File: src/rtl/alu_seq.sv
// alu_seq: registered WIDTH-bit ALU with accumulator, flags and a shift-add unsigned multiplier.
// Latency: ALU ops complete 1 cycle after the accepting edge; a multiply takes WIDTH cycles of busy, then done.
// Backpressure: start is accepted only while busy=0; a start during a multiply is dropped, not queued.
module alu_seq #(
   parameter int WIDTH = 8
) (
   input  logic             clk,
   input  logic             reset_n,
   input  logic             start,
   input  logic [WIDTH-1:0] A,
   input  logic [WIDTH-1:0] B,
   input  logic [1:0]       ALUOp,
   input  logic             arit,
   input  logic             mul,
   input  logic             acc_en,
   output logic [WIDTH-1:0] R,
   output logic [WIDTH-1:0] R_hi,
   output logic             zero,
   output logic             carry,
   output logic             sign,
   output logic             overflow,
   output logic             busy,
   output logic             done
);

   localparam int CW = $clog2(WIDTH);

   typedef enum logic {
      S_IDLE = 1'b0,
      S_MUL  = 1'b1
   } state_t;

   state_t             state;
   logic [WIDTH-1:0]   acc;
   logic [WIDTH-1:0]   mcand;
   logic [2*WIDTH-1:0] prod;
   logic [CW-1:0]      cnt;

   logic [WIDTH-1:0]   a_eff;
   logic [WIDTH-1:0]   op1;
   logic [WIDTH-1:0]   op2;
   logic               cin;
   logic [WIDTH:0]     sum;
   logic               ovf;
   logic [WIDTH-1:0]   logic_res;
   logic [WIDTH-1:0]   alu_r;

   logic [WIDTH:0]     add_hi;
   logic [2*WIDTH-1:0] prod_nxt;
   logic               mul_last;

   // Single-cycle datapath: select adder operands, add at WIDTH+1 bits, and the logic unit.
   always_comb begin
      a_eff = acc_en ? acc : A;
      op1   = a_eff;
      op2   = B;
      cin   = 1'b0;
      case (ALUOp)
         2'b00: begin
            op2 = B;
            cin = 1'b0;
         end
         2'b01: begin
            op2 = ~B;
            cin = 1'b1;
         end
         2'b10: begin
            op2 = '0;
            cin = 1'b1;
         end
         default: begin
            op1 = '0;
            op2 = ~B;
            cin = 1'b1;
         end
      endcase
      sum = {1'b0, op1} + {1'b0, op2} + (WIDTH+1)'(cin);
      // Signed overflow: operands agree in sign but the result does not.
      ovf = (op1[WIDTH-1] == op2[WIDTH-1]) && (sum[WIDTH-1] != op1[WIDTH-1]);
      case (ALUOp)
         2'b00:   logic_res = a_eff & B;
         2'b01:   logic_res = a_eff | B;
         2'b10:   logic_res = a_eff ^ B;
         default: logic_res = ~a_eff;
      endcase
      alu_r = arit ? sum[WIDTH-1:0] : logic_res;
   end

   // One radix-2 shift-add step: conditionally add the multiplicand to the high half, then shift right.
   always_comb begin
      add_hi   = {1'b0, prod[2*WIDTH-1:WIDTH]} + (prod[0] ? {1'b0, mcand} : {(WIDTH+1){1'b0}});
      prod_nxt = {add_hi, prod[WIDTH-1:1]};
      mul_last = (cnt == CW'(WIDTH-1));
   end

   // Control FSM plus all registered results; outputs only change on completion or reset.
   always_ff @(posedge clk or negedge reset_n) begin
      if (!reset_n) begin
         state    <= S_IDLE;
         acc      <= '0;
         mcand    <= '0;
         prod     <= '0;
         cnt      <= '0;
         R        <= '0;
         R_hi     <= '0;
         zero     <= 1'b0;
         carry    <= 1'b0;
         sign     <= 1'b0;
         overflow <= 1'b0;
         busy     <= 1'b0;
         done     <= 1'b0;
      end else begin
         done <= 1'b0;
         case (state)
            S_IDLE: begin
               if (start) begin
                  if (mul) begin
                     mcand <= a_eff;
                     prod  <= {{WIDTH{1'b0}}, B};
                     cnt   <= '0;
                     busy  <= 1'b1;
                     state <= S_MUL;
                  end else begin
                     R        <= alu_r;
                     R_hi     <= '0;
                     acc      <= alu_r;
                     zero     <= (alu_r == '0);
                     carry    <= arit & sum[WIDTH];
                     sign     <= arit & sum[WIDTH-1];
                     overflow <= arit & ovf;
                     done     <= 1'b1;
                  end
               end
            end
            S_MUL: begin
               prod <= prod_nxt;
               cnt  <= cnt + 1'b1;
               if (mul_last) begin
                  R        <= prod_nxt[WIDTH-1:0];
                  R_hi     <= prod_nxt[2*WIDTH-1:WIDTH];
                  acc      <= prod_nxt[WIDTH-1:0];
                  zero     <= (prod_nxt == '0);
                  carry    <= (prod_nxt[2*WIDTH-1:WIDTH] != '0);
                  sign     <= 1'b0;
                  overflow <= 1'b0;
                  busy     <= 1'b0;
                  done     <= 1'b1;
                  state    <= S_IDLE;
               end
            end
            default: state <= S_IDLE;
         endcase
      end
   end

endmodule

File: config.mk
export PLATFORM = sky130hd
export DESIGN_NAME = alu_seq
export DESIGN_NICKNAME = d
export VERILOG_FILES = /design/src/rtl/alu_seq.sv
export SDC_FILE = /design/constraint.sdc
export NUM_CORES = 1
export LEC_CHECK = 0
export ABC_AREA = 1
export CAP_MARGIN = 0
export CORE_MARGIN = 1
export CORE_UTILIZATION = 55
export DETAILED_ROUTE_END_ITERATION = 16
export DONT_BUFFER_PORTS = 1
export PLACE_DENSITY = 0.84
export SKIP_CTS_REPAIR_TIMING = 1
export SLEW_MARGIN = 0
export SYNTH_ARGS = -nofsm -noshare
export SYNTH_HDL_FRONTEND = slang
export SYNTH_SLANG_ARGS = --single-unit
File: constraint.sdc
create_clock -name clk -period 2.2 [get_ports clk]
set_input_delay 0.33 -clock clk [delete_from_list [all_inputs] [get_ports clk]]
set_output_delay 0.33 -clock clk [all_outputs]
set_load 0.02 [all_outputs]
# ---- Yosys cells after proc, flatten, opt, wreduce, memory -nomap -nowiden
# Cells that the tools add are included.
dict set report word_totals {
  mem_bits_rw 0
  latchBits 0
  input_bits 24
  regBits 50
  output_inout_bits 22
  mem_bits_ro 0
  wordCells 91
  n_memories 0
}
dict set report op_classes {
  add_sub_neg 4
  shift 0
  n_bitwise 9
  multipliers 0
  muxes 47
  div 0
  n_eq_ne 9
  reduce_logical 10
  n_lt_le_gt_ge 0
}
# cell count
set ops {}
lappend ops {{2-to-1 mux 8 bit} 10}
lappend ops {{case mux 8 bit (2 select lines)} 3}
lappend ops {{2-to-1 mux 16 bit} 2}
lappend ops {{case mux 16 bit (2 select lines)} 1}
lappend ops {{case mux 8 bit (3 select lines)} 1}
lappend ops {{2-to-1 mux 1 bit} 20}
lappend ops {{adder 8 x 8 -> 9 bit} 2}
lappend ops {{logical NOT 16 bit} 1}
lappend ops {{NOT 8 bit} 2}
lappend ops {{case mux 1 bit (2 select lines)} 7}
lappend ops {{adder 9 x 1 -> 9 bit} 1}
lappend ops {{AND reduction 3 bit} 3}
lappend ops {{AND 8 bit} 1}
lappend ops {{logical NOT 8 bit} 1}
lappend ops {{OR 8 bit} 1}
lappend ops {{nonzero test 8 bit} 1}
lappend ops {{bitwise XOR 8 bit} 1}
lappend ops {{2-to-1 mux 3 bit} 2}
lappend ops {{inequality test 2 bit, second input constant} 3}
lappend ops {{case mux 3 bit (2 select lines)} 1}
lappend ops {{adder 3 x 1 -> 3 bit, second input constant} 1}
lappend ops {{AND 1 bit} 3}
lappend ops {{equality test 3 bit, second input constant} 1}
lappend ops {{OR reduction 3 bit} 1}
lappend ops {{9 further kinds} 9}

# ---- Logic depth before layout (Yosys ltp)
dict set report logic_depth {
  ltp_word 11
  mapped_depth 21
  ltp_nobuf 20
}

# ---- Worst setup path before layout
# OpenSTA, ideal clock, no wires.
dict set report synth_timing {
  path_type {input to register}
  start {in ALUOp[1]}
  end {reg zero}
  t_required_ns 2.135
  arrival_ns 2.253
  path_stages 19
  setup_time_ns 0.065
  path_buffers 2
  setup_slack_ns -0.118
  path_cell_list {buf_4 > nand2_4 > inv_4 > buf_4 > nor2_1 > fa_1 > inv_1 > fa_1 > inv_1 > nand3_1 > nand3_1 > nand3_1 > nand2_1 > nand2_1 > nor2_1 > nand3_1 > nand2_1 > nand2_1 > nand2_1}
}
dict set report synth_via {
  elab_chain_len 10
  elab_cells_between_ends 15
  cone_classes {add/sub: 2; eq/ne: 2; mux: 8; reduce/logical: 3}
}
# item line
set synth_lines {}
lappend synth_lines {{start, declared} 12} ;# input logic [1:0] ALUOp,
lappend synth_lines {{equality test 2 bit, or another cell as far along} {58, 80}}
lappend synth_lines {{OR reduction 3 bit (no source line)} -}
lappend synth_lines {{2-to-1 mux 8 bit} 58} ;# case (ALUOp)
lappend synth_lines {{adder 8 x 8 -> 9 bit} 77} ;# sum = {1'b0, op1} + {1'b0, op2} + (WIDTH+1)'(cin);
lappend synth_lines {{adder 9 x 1 -> 9 bit} 77}
lappend synth_lines {{2-to-1 mux 8 bit *} 86} ;# alu_r = arit ? sum[WIDTH-1:0] : logic_res;
lappend synth_lines {{logical NOT 8 bit *} 127} ;# zero <= (alu_r == '0);
lappend synth_lines {{2-to-1 mux 1 bit *} 117} ;# if (mul) begin
lappend synth_lines {{2-to-1 mux 1 bit *} 116} ;# if (start) begin
lappend synth_lines {{case mux 1 bit (2 select lines) *} 114} ;# case (state)
lappend synth_lines {{end signal, assigned} 127}
lappend synth_lines {{end signal, assigned} 142} ;# zero <= (prod_nxt == '0);
lappend synth_lines {{end, declared} 18} ;# output logic zero,
# Every way passes the cells marked *; elsewhere a longest branch is shown, timed or not. The select of a mux whose other input is x is not followed.
# A chain may end at the register's enable or synchronous reset.

# ---- Final worst setup path
dict set report layout_timing {
  start {reg acc[0]}
  end {reg zero}
}
dict set report layout_via {
  elab_chain_len 9
  elab_cells_between_ends 14
  cone_classes {add/sub: 2; mux: 7; bitwise: 4; reduce/logical: 1}
}
# item line
set layout_lines {}
lappend layout_lines {{start, declared} 34} ;# logic [WIDTH-1:0] acc;
lappend layout_lines {{start signal, assigned} 126} ;# acc <= alu_r;
lappend layout_lines {{start signal, assigned} 141} ;# acc <= prod_nxt[WIDTH-1:0];
lappend layout_lines {{2-to-1 mux 8 bit *} 54} ;# a_eff = acc_en ? acc : A;
lappend layout_lines {{named net a_eff[0]} 39} ;# logic [WIDTH-1:0] a_eff;
lappend layout_lines {{2-to-1 mux 8 bit} 58}
lappend layout_lines {{adder 8 x 8 -> 9 bit} 77}
lappend layout_lines {{adder 9 x 1 -> 9 bit} 77}
lappend layout_lines {{2-to-1 mux 8 bit *} 86}
lappend layout_lines {{logical NOT 8 bit *} 127}
lappend layout_lines {{2-to-1 mux 1 bit *} 117}
lappend layout_lines {{2-to-1 mux 1 bit *} 116}
lappend layout_lines {{case mux 1 bit (2 select lines) *} 114}
# Mark *: on every way through the listed nets, which the timed path passes. The rest lies on a longest branch. The select of a mux whose other input is x is not followed.

==> reports/metrics.cfg <==
[yosys]
synth_area_um2 = 3780
synthTopCellsByArea = dfrtp_1 (33%), nand2_1 (18%), ha_1 (11%), inv_1 (7.3%), o21ai_0 (5.4%)
seq_area_frac_synth = 0.331
synth_nets = 599
synthCells = 539
synth_edf_count = 0
synthArstFlopShare = 1.00
synth_cell_type_count = 43
syn_area_per_cell_um2 = 7.02
yosys_warnings = 0
ys.flop_type = dfrtp_1
yosysTopAreaCell = dfrtp_1
ys_seq_elements = 50
synthDominantCellAreaShare = 0.331

[global_routing]
grt_pass1_wl_um = 16300
grt.total_usage = 0.285
first_global_vias = 3562
gr-total-overflow = 0
antenna_found_initial = 0
grt_start_max_net_pins = 51

[sta]
min_period_over_period = 1.01
setup_viol = 1
rsz0062_at_grt = yes
skew_ns = 0.0104
worst_slack_ns = -0.0317
tns_ns = -0.0317
timing.hold.ws_ns = 0.233
slew_headroom = 0.729
fmax_ghz = 0.448
worst_pin_slew_ns = 0.405
finalCriticalPeriod_ns = 2.23
finalHoldViolations = 0
drv_slew = 0

[route]
ant_nets = 0
drc_errors = 1
drtPass1Iterations = 11
wl_um = 10200
drt-vias-per-instance = 5.65
wire_per_inst_um = 15.8
vias = 3643
drt_iter0_drc = 294

[place]
port_buffers = 0
gp_congestion = 0.967
hpwlAfterDp_um = 7660

[final_layout]
fillCellCount = 536
n_antenna_cell = 0
fin_nets = 627
areaGrowthSynthToFinish_pct = 14.1
drive_gt1_frac = 0.164
finalCoreUtilization = 0.664

[worst_setup_path]
cp.depth = 16
start_kind = register
cp_num_buf_inv = 2
end_kind = register
path_delay_family = simple AND/OR/NAND/NOR gates
reg2reg_depth = 16
cp.required_ns = 2.45
crit_slowest_cell = dfrtp_1
critical_path_class = reg -> reg
critPathArrivalTime_ns = 2.48
worstPathCellList = nand2_1 > nand2_2 > inv_2 > nor2_4 > fa_2 > inv_2 > fa_2 > o21ai_2 > a21oi_1 > nor2_1 > nand3_1 > nor2_1 > nand3_1 > nand2_1 > nand2_1 > nand2_1
crit_path_max_incr_delay_ns = 0.37
cp_max_fo = 3
critPathMostFrequentCell = nand2_1

[die]
core_um2 = 6490
die_x_um = 84.9
die_h_um = 84.9
dieArea_um2 = 7210
start_util = 0.582
row_count = 29
ios = 46

[min_path]
whs_path_depth = 2
hp-class = in -> reg

[clock_network]
path_clk_slew_ns = 0.09
htree_levels = 2
numCtsBuffers = 5
clk_latency_ns = 0.31
cts_tree = done
clock-root-buffer = clkbuf_8
numClockSinks = 50
clockBufferDepth = 2

[power_and_ir_drop]
vdd_drop_max_uv = 406
power.leakage_nw = 2.36
power_density_nw_per_um2 = 1170

[outcome]
outcome = finished, violations left
violations = DRC, setup timing

[flow_run]
cap_viol_max_count = 0

==> synthesized netlist by cell type, drive strengths merged, types with 3 or more instances <==
library cell,count
a21oi,11
buf,13
clkbuf,4
dfrtp,50
fa,3
ha,33
inv,79
nand2,182
nand3,34
nand3b,4
nand4,6
nor2,46
o21ai,44
o221ai,10
or2,4
==> kinds of logic after synthesis <==
logic type               share of synthesized area
flip-flops                                   0.331
buffers and inverters                        0.111
AND/OR/NAND/NOR                              0.309
adder cells (fa/ha/maj)                      0.125
AO/OA/AOI/OAI                                0.124
==> worst paths after layout <==
kind                       startpoint  endpoint  slack [ns]
min in group asynchronous     reset_n   R_hi[4]        0.54
setup / recovery               acc[0]      zero       -0.03
hold reg to reg              mcand[6]  mcand[6]        0.49
hold / removal                   arit      sign        0.23
setup reg to reg               acc[0]      zero       -0.03
max in group asynchronous     reset_n  prod[11]        1.45
==> cell type report <==
class,instances,area (um^2),share of cell area
multi-input combinational,392,2220,0.514
timing repair buffer,38,333,0.0771
inverter,80,308,0.0713
sequential,50,1250,0.290
tap,77,96.3,0.0223
clock buffer,5,68.8,0.0160
clock inverter,3,40.0,0.00928
==> state kept, by name, indices dropped and copies added, names as in the netlist <==
name,flops
prod,16
done,1
mcand,8
carry,1
overflow,1
sign,1
acc,8
zero,1
R_hi,8
cnt,3
state,1
busy,1
==> metrics by stage <==
step / instances / power (W) / setup slack [ns] / area, um^2
6_report: 645 / 0.00506 / -0.0317 / 4310
5_1_grt: 645 / 0.00546 / -0.122 / 4310
4_1_cts: 640 / 0.00483 / -0.0242 / 4170
3_5_place_dp: 632 / 0.00418 / -0.0330 / 4060
3_3_place_gp: 632 / 0.00408 / -0.00423 / 4060
2_1_floorplan: 539 / 0.00340 / -0.00166 / 3810
==> power by group <==
part           switching [W]  internal, W  total (W)
Combinational        0.00163      0.00107    0.00270
Clock               0.000312     0.000335   0.000647
Sequential          0.000391      0.00133    0.00172
Total                0.00234      0.00273    0.00506
==> routing by layer <==
metal,vias up,track usage,share of wire
li1,1786,-,-
met1,1692,0.327,0.40
met2,133,0.515,0.50
met3,32,0.0642,0.066
met4,0,0.112,0.033
met5,-,0,0
==> placed cells by master, fill, tap and decap left out, types with 7 or more instances in the layout <==
cell type / instances
a21oi_1: 7
buf_4: 34
dfrtp_1: 50
ha_1: 29
inv_1: 67
inv_2: 10
nand2_1: 175
nand3_1: 30
nor2_1: 40
o21ai_0: 37
o221ai_1: 10
Power figures use the tool's default switching activity.
